[src/rtl/uart_pkg.sv]
// Shared UART definitions used by both the transmit and receive paths.
// Holds the common FSM state encoding, line levels, parity selectors and default widths.
package uart_pkg;

    typedef enum logic [2:0] {
        IDLE   = 3'd0,
        START  = 3'd1,
        DATA   = 3'd2,
        PARITY = 3'd3,
        STOP   = 3'd4
    } uart_state_e;

    localparam logic START_BIT = 1'b0;
    localparam logic STOP_BIT  = 1'b1;

    localparam logic PAR_EVEN = 1'b0;
    localparam logic PAR_ODD  = 1'b1;

    localparam int PRESCALE_MIN = 2;

    localparam int UART_DATA_WIDTH     = 8;
    localparam int UART_PRESCALE_WIDTH = 6;

endpackage

[src/rtl/uart_tx_serializer_if.sv]
// Parallel-side and serial-side signals of the UART transmitter.
// The master drives the byte request; the slave (serializer) drives the line and Busy.
interface uart_tx_serializer_if #(
    parameter int DATA_WIDTH     = 8,
    parameter int PRESCALE_WIDTH = 6
);
    logic [DATA_WIDTH-1:0]     P_DATA;
    logic                      DATA_VALID;
    logic                      PAR_EN;
    logic                      PAR_TYP;
    logic [PRESCALE_WIDTH-1:0] Prescale;
    logic                      TX_OUT;
    logic                      Busy;

    modport master (
        output P_DATA, DATA_VALID, PAR_EN, PAR_TYP, Prescale,
        input  TX_OUT, Busy
    );

    modport slave (
        input  P_DATA, DATA_VALID, PAR_EN, PAR_TYP, Prescale,
        output TX_OUT, Busy
    );
endinterface

[src/rtl/uart_tx_parity_calc.sv]
// Parity generator shared by the TX serializer and the RX parity checker.
// par_typ selects even (0) or odd (1) parity over the whole data word.
module uart_tx_parity_calc
    import uart_pkg::*;
#(
    parameter int DATA_WIDTH = UART_DATA_WIDTH
) (
    input  logic [DATA_WIDTH-1:0] data,
    input  logic                  par_typ,
    output logic                  par_bit
);

    assign par_bit = (par_typ == PAR_ODD) ? ~(^data) : (^data);

endmodule

[src/rtl/uart_tx_serializer.sv]
// UART transmitter: latches a byte on DATA_VALID and shifts it out LSB-first as
// start / data / optional parity / stop, each bit held for Prescale clock cycles.
module uart_tx_serializer
    import uart_pkg::*;
#(
    parameter int DATA_WIDTH     = UART_DATA_WIDTH,
    parameter int PRESCALE_WIDTH = UART_PRESCALE_WIDTH
) (
    input  logic                 CLK,
    input  logic                 RST,
    uart_tx_serializer_if.slave  tx_if
);

    localparam int IDX_W = (DATA_WIDTH > 1) ? $clog2(DATA_WIDTH) : 1;
    localparam logic [IDX_W-1:0]          LAST_IDX  = IDX_W'(DATA_WIDTH - 1);
    localparam logic [PRESCALE_WIDTH-1:0] PRESC_MIN = PRESCALE_WIDTH'(PRESCALE_MIN);

    uart_state_e               state_q,    state_d;
    logic [PRESCALE_WIDTH-1:0] edge_cnt_q, edge_cnt_d;
    logic [IDX_W-1:0]          bit_idx_q,  bit_idx_d;
    logic [DATA_WIDTH-1:0]     data_q,     data_d;
    logic                      par_en_q,   par_en_d;
    logic                      par_typ_q,  par_typ_d;
    logic [PRESCALE_WIDTH-1:0] presc_q,    presc_d;
    logic                      tx_q,       tx_d;
    logic                      busy_q,     busy_d;

    logic par_bit;
    logic bit_done;

    uart_tx_parity_calc #(
        .DATA_WIDTH (DATA_WIDTH)
    ) u_parity (
        .data    (data_q),
        .par_typ (par_typ_q),
        .par_bit (par_bit)
    );

    assign bit_done = (edge_cnt_q == (presc_q - PRESCALE_WIDTH'(1)));

    always_comb begin
        state_d    = state_q;
        edge_cnt_d = edge_cnt_q;
        bit_idx_d  = bit_idx_q;
        data_d     = data_q;
        par_en_d   = par_en_q;
        par_typ_d  = par_typ_q;
        presc_d    = presc_q;

        if (state_q == IDLE) begin
            if (tx_if.DATA_VALID) begin
                data_d     = tx_if.P_DATA;
                par_en_d   = tx_if.PAR_EN;
                par_typ_d  = tx_if.PAR_TYP;
                // Prescale below 2 would collapse the bit counter; clamp it.
                presc_d    = (tx_if.Prescale < PRESC_MIN) ? PRESC_MIN : tx_if.Prescale;
                edge_cnt_d = '0;
                bit_idx_d  = '0;
                state_d    = START;
            end
        end else if (!bit_done) begin
            edge_cnt_d = edge_cnt_q + PRESCALE_WIDTH'(1);
        end else begin
            edge_cnt_d = '0;
            case (state_q)
                START:   state_d = DATA;
                DATA: begin
                    if (bit_idx_q == LAST_IDX) begin
                        bit_idx_d = '0;
                        state_d   = par_en_q ? PARITY : STOP;
                    end else begin
                        bit_idx_d = bit_idx_q + IDX_W'(1);
                    end
                end
                PARITY:  state_d = STOP;
                STOP:    state_d = IDLE;
                default: state_d = IDLE;
            endcase
        end

        // Outputs are decoded from the next state so the line changes on the same edge.
        case (state_d)
            START:   tx_d = START_BIT;
            DATA:    tx_d = data_d[bit_idx_d];
            PARITY:  tx_d = par_bit;
            default: tx_d = STOP_BIT;
        endcase
        busy_d = (state_d != IDLE);
    end

    always_ff @(posedge CLK or negedge RST) begin
        if (!RST) begin
            state_q    <= IDLE;
            edge_cnt_q <= '0;
            bit_idx_q  <= '0;
            data_q     <= '0;
            par_en_q   <= 1'b0;
            par_typ_q  <= 1'b0;
            presc_q    <= PRESC_MIN;
            tx_q       <= STOP_BIT;
            busy_q     <= 1'b0;
        end else begin
            state_q    <= state_d;
            edge_cnt_q <= edge_cnt_d;
            bit_idx_q  <= bit_idx_d;
            data_q     <= data_d;
            par_en_q   <= par_en_d;
            par_typ_q  <= par_typ_d;
            presc_q    <= presc_d;
            tx_q       <= tx_d;
            busy_q     <= busy_d;
        end
    end

    assign tx_if.TX_OUT = tx_q;
    assign tx_if.Busy   = busy_q;

endmodule

[src/flat_wrapper.sv]
// flat-port wrapper written by rule: the top's interface ports become plain ports
module uart_tx_serializer_flat import uart_pkg::*;
#(
    parameter int DATA_WIDTH     = UART_DATA_WIDTH,
    parameter int PRESCALE_WIDTH = UART_PRESCALE_WIDTH
)
  (CLK, RST, tx_if_P_DATA, tx_if_DATA_VALID, tx_if_PAR_EN, tx_if_PAR_TYP, tx_if_Prescale, tx_if_TX_OUT, tx_if_Busy);
  uart_tx_serializer_if #(.DATA_WIDTH(DATA_WIDTH), .PRESCALE_WIDTH(PRESCALE_WIDTH)) tx_if_i ();
  input  logic CLK;
  input  logic RST;
  input wire logic [$bits(tx_if_i.P_DATA)-1:0] tx_if_P_DATA;
  input wire logic [$bits(tx_if_i.DATA_VALID)-1:0] tx_if_DATA_VALID;
  input wire logic [$bits(tx_if_i.PAR_EN)-1:0] tx_if_PAR_EN;
  input wire logic [$bits(tx_if_i.PAR_TYP)-1:0] tx_if_PAR_TYP;
  input wire logic [$bits(tx_if_i.Prescale)-1:0] tx_if_Prescale;
  output wire logic [$bits(tx_if_i.TX_OUT)-1:0] tx_if_TX_OUT;
  output wire logic [$bits(tx_if_i.Busy)-1:0] tx_if_Busy;
  assign tx_if_i.P_DATA = tx_if_P_DATA;
  assign tx_if_i.DATA_VALID = tx_if_DATA_VALID;
  assign tx_if_i.PAR_EN = tx_if_PAR_EN;
  assign tx_if_i.PAR_TYP = tx_if_PAR_TYP;
  assign tx_if_i.Prescale = tx_if_Prescale;
  assign tx_if_TX_OUT = tx_if_i.TX_OUT;
  assign tx_if_Busy = tx_if_i.Busy;
  uart_tx_serializer #(.DATA_WIDTH(DATA_WIDTH), .PRESCALE_WIDTH(PRESCALE_WIDTH)) u_core (.CLK(CLK), .RST(RST), .tx_if(tx_if_i));
endmodule
[config.mk]
export PLATFORM = sky130hd
export DESIGN_NAME = uart_tx_serializer_flat
export DESIGN_NICKNAME = d
export VERILOG_FILES = /design/src/rtl/uart_pkg.sv /design/src/rtl/uart_tx_serializer_if.sv /design/src/rtl/uart_tx_parity_calc.sv /design/src/rtl/uart_tx_serializer.sv /design/src/flat_wrapper.sv
export SDC_FILE = /design/constraint.sdc
export NUM_CORES = 1
export LEC_CHECK = 0
export CAP_MARGIN = 0
export CORE_UTILIZATION = 45
export DETAILED_ROUTE_END_ITERATION = 10
export GPL_ROUTABILITY_DRIVEN = 0
export PLACE_DENSITY = 0.66
export SYNTH_ARGS = -nofsm -noshare
export SYNTH_HDL_FRONTEND = slang
export SYNTH_HIERARCHICAL = 1
export SYNTH_SLANG_ARGS = --single-unit
[constraint.sdc]
create_clock -name CLK -period 3.3 [get_ports CLK]
set_clock_uncertainty 0.05 [all_clocks]
set_input_delay 0.99 -clock CLK [delete_from_list [all_inputs] [get_ports CLK]]
set_output_delay 0.99 -clock CLK [all_outputs]
set_load 0.05 [all_outputs]
==> flow_metrics.py <==
metrics = {
    "place": {
        "placed_area_um2": 2080,
        "pre_cts_slack_ns": 0.0192,
        "io_buffers": 20,
        "place_hpwl_mm": 2.92,
    },
    "final_layout": {
        "finalInstanceArea_um2": 2170,
        "nFillCells": 345,
        "multi_input_area_um2": 1000,
        "seqCellArea_um2": 753,
        "layout_commonest_cell": "nand2_1",
        "syn_to_final_growth_pct": 21.5,
        "antenna_cells": 0,
        "final_cell_mix": "nand2_1, dfrtp_1, clkdlybuf4s50_1",
        "drive_gt1_share_pct": 16.4,
        "nets": 242,
    },
    "power": {
        "power.density_nw_per_um2": 1040,
        "p_leak_nw": 0.935,
        "p_total_w": 0.00226,
        "ir_worst_vdd_mv": 0.452,
    },
    "synth": {
        "synth_warnings": 6,
        "synth_ff_type": "dfrtp_1",
        "syn_nets": 213,
        "ys_seq_area_share_pct": 42.1,
        "synth.cell_area_um2": 1790,
        "ys_ff_latch": 30,
        "synth_cells": 190,
        "async_reset_ff_share_pct": 100,
        "avgSynthCellArea_um2": 9.42,
        "synth_edf_count": 0,
        "ys_types": 43,
    },
    "sta": {
        "setup_ws_ns": 0.310,
        "slew_viol_final": 0,
        "rsz0062_at_grt": "no",
        "tightest_slew_ns": 0.566,
        "fmax_mhz": 334,
        "setup_viol": 0,
        "relSlewSlack_pct": 62.0,
        "finalSetupTns_ns": 0,
        "fin_crit_ns": 2.99,
        "hold_viol": 0,
        "fin_crit_sh_pct": 90.6,
    },
    "cts": {
        "clockBufferDepth": 2,
        "clock_latency_ns": 0.28,
        "holdBufCountCts": 0,
        "cts_buffers": 5,
        "cts_sinks": 30,
        "cts.repair.resized": 0,
        "cts_tree": "done",
        "clkTransAtPathRegs_ns": 0.06,
        "htreeDepth": 2,
        "post_cts_buffers": 0,
        "root_buffer": "clkbuf_8",
    },
    "detailed_routing": {
        "vias": 1462,
        "via_per_inst": 5.46,
        "drt_iter0_markers": 75,
        "firstDrtPassIters": 4,
        "routedWlPerCell_um": 14.3,
        "routed_wl_mm": 3.83,
        "drc_errors": 0,
        "ant_nets": 0,
    },
    "critical_path": {
        "slowest_stage": "clkdlybuf4s50_1",
        "crit_family": "buffers and inverters",
        "cp_cell_sequence": "clkdlybuf4s50_1, nor4b_2, buf_4, mux2_2, nor2_1, o41ai_1, mux2i_1, nand3_1, a211oi_2, o21ai_1",
        "crit_path_max_fanout": 7,
        "r2r_start": "u_core/presc_q[1]",
        "endpoint_kind": "flop",
        "crit_required_ns": 3.45,
        "cp-start-kind": "input port",
        "r2r_cells": 10,
        "path_class": "input port to flop",
        "crit_buf_inv": 2,
        "arrival_ns": 3.14,
        "r2r_end": "u_core/tx_if.TX_OUT",
        "r2r_slack_ns": 0.41,
        "crit_path_max_incr_delay_ns": 0.49,
    },
    "global_route": {
        "grt_max_degree": 31,
        "grt_pass1_wl_mm": 6.69,
        "grt.total_usage_pct": 21.3,
        "antenna_found_initial": 0,
        "globalRouteOverflowTotal": 0,
        "grt_pass1_vias": 1523,
    },
    "floorplan": {
        "std_cell_rows": 22,
        "die-area_um2": 4230,
        "start_util_pct": 47.8,
        "fp.coreArea_um2": 3740,
        "io_pins": 21,
        "die_h_um": 65.1,
        "dieWidth_um": 65.1,
    },
    "worst_hold_path": {
        "hold_end": "u_core/par_typ_q",
        "min_path_cells": 2,
        "hold_start": "u_core/par_typ_q",
        "holdCritPathClass": "flop to flop",
    },
    "outcome": {
        "outcome": "finished clean",
    },
    "run": {
        "cap_viol_max_count": 0,
    },
}
[worst register-to-register path, cell delays in order (launching register included)]
cell and delay, ns:
dfstp_2 0.54, inv_1 0.05, ha_1 0.21, nor2b_1 0.13, or3_1 0.34, a31o_2 0.30, nor4b_4 0.30, mux2i_1 0.34
or2b_1 0.27, a211oi_2 0.17, o21ai_1 0.09
[kinds of logic (layout without fill, tap and decap cells)]
| family | Yosys count | after routing | synth area share, % |
|---|---|---|---|
| xor gates and xnor gates | 14 | 14 | 8.04 |
| adders and majority gates | 4 | 4 | 2.80 |
| buffers and inverters | 11 | 41 | 2.31 |
| AOI/OAI and AO/OA | 35 | 35 | 14.0 |
| DFF | 30 | 30 | 42.1 |
| muxes | 9 | 9 | 5.94 |
| and+or+nand+nor | 87 | 87 | 24.8 |
[through the flow]
stage / instances / util [%] / hold WS (ns)
6_report: 268 / 58.1 / 0.463
4_1_cts: 268 / 58.1 / 0.461
5_1_grt: 268 / 58.1 / 0.501
3_3_place_gp: 260 / 55.6 / 0.433
2_1_floorplan: 190 / - / 0.417
3_5_place_dp: 260 / 55.6 / 0.443
[power breakdown]
part           switching, W  total [W]  internal [W]
Clock              0.000130   0.000298      0.000168
Combinational      0.000623    0.00120      0.000577
Sequential         0.000208   0.000760      0.000552
[worst max path at each step]
stage | start | endpoint | slack [ns] | cells after the start
after floorplan | tx_if_DATA_VALID | u_core/tx_if.TX_OUT | 0.33 | 9
after global placement | tx_if_DATA_VALID | u_core/tx_if.TX_OUT | 0.07 | 10
after detailed placement | tx_if_DATA_VALID | u_core/tx_if.TX_OUT | 0.02 | 10
after CTS | tx_if_DATA_VALID | u_core/tx_if.TX_OUT | 0.30 | 10
after global routing | tx_if_DATA_VALID | u_core/tx_if.TX_OUT | 0.13 | 10
final | tx_if_DATA_VALID | u_core/tx_if.TX_OUT | 0.31 | 10
[layer usage]
metal,share of wire [%],up-vias,track usage (%)
met5,0,-,0
met4,0.94,0,7.88
met3,4.0,4,5.81
met2,54,28,38.8
met1,41,714,23.2
li1,-,716,-
[flip-flops by register name, summed over array words and instances (netlist names), 3 cells and up]
register / cells
u_core/bit_idx_q: 3
u_core/data_q: 8
u_core/edge_cnt_q: 6
u_core/presc_q: 6
u_core/state_q: 3
[synth_stat cells (2+ instances only)]
master | instances | area share (%)
dfrtp_1 | 28 | 39
o31ai_1 | 3 | 1.3
nor2b_1 | 4 | 1.4
o21ai_1 | 2 | 0.56
xor2_1 | 4 | 2.0
a31o_2 | 3 | 1.5
dfstp_2 | 2 | 2.9
nand2b_1 | 2 | 0.70
clkbuf_1 | 3 | 0.63
mux2i_1 | 5 | 2.8
xnor2_1 | 8 | 3.9
o21ai_0 | 15 | 4.2
ha_1 | 4 | 2.8
mux2_2 | 3 | 1.9
inv_1 | 8 | 1.7
or3_1 | 2 | 0.70
nor4_1 | 2 | 0.70
nand3_1 | 5 | 1.4
a21oi_1 | 3 | 0.84
nor2_1 | 13 | 2.7
and3b_2 | 3 | 1.7
nand2_1 | 43 | 9.0
nor3_1 | 5 | 1.4
[final cells by class]
cell class / instances / area share (%)
sequential: 30 / 34.7
clock inverter: 1 / 0.230
timing repair buffer: 25 / 10.9
tap: 48 / 2.76
clock buffer: 7 / 3.97
inverter: 8 / 1.38
multi-input combinational: 149 / 46.1
Note: power is estimated with default switching activity, not from simulation.
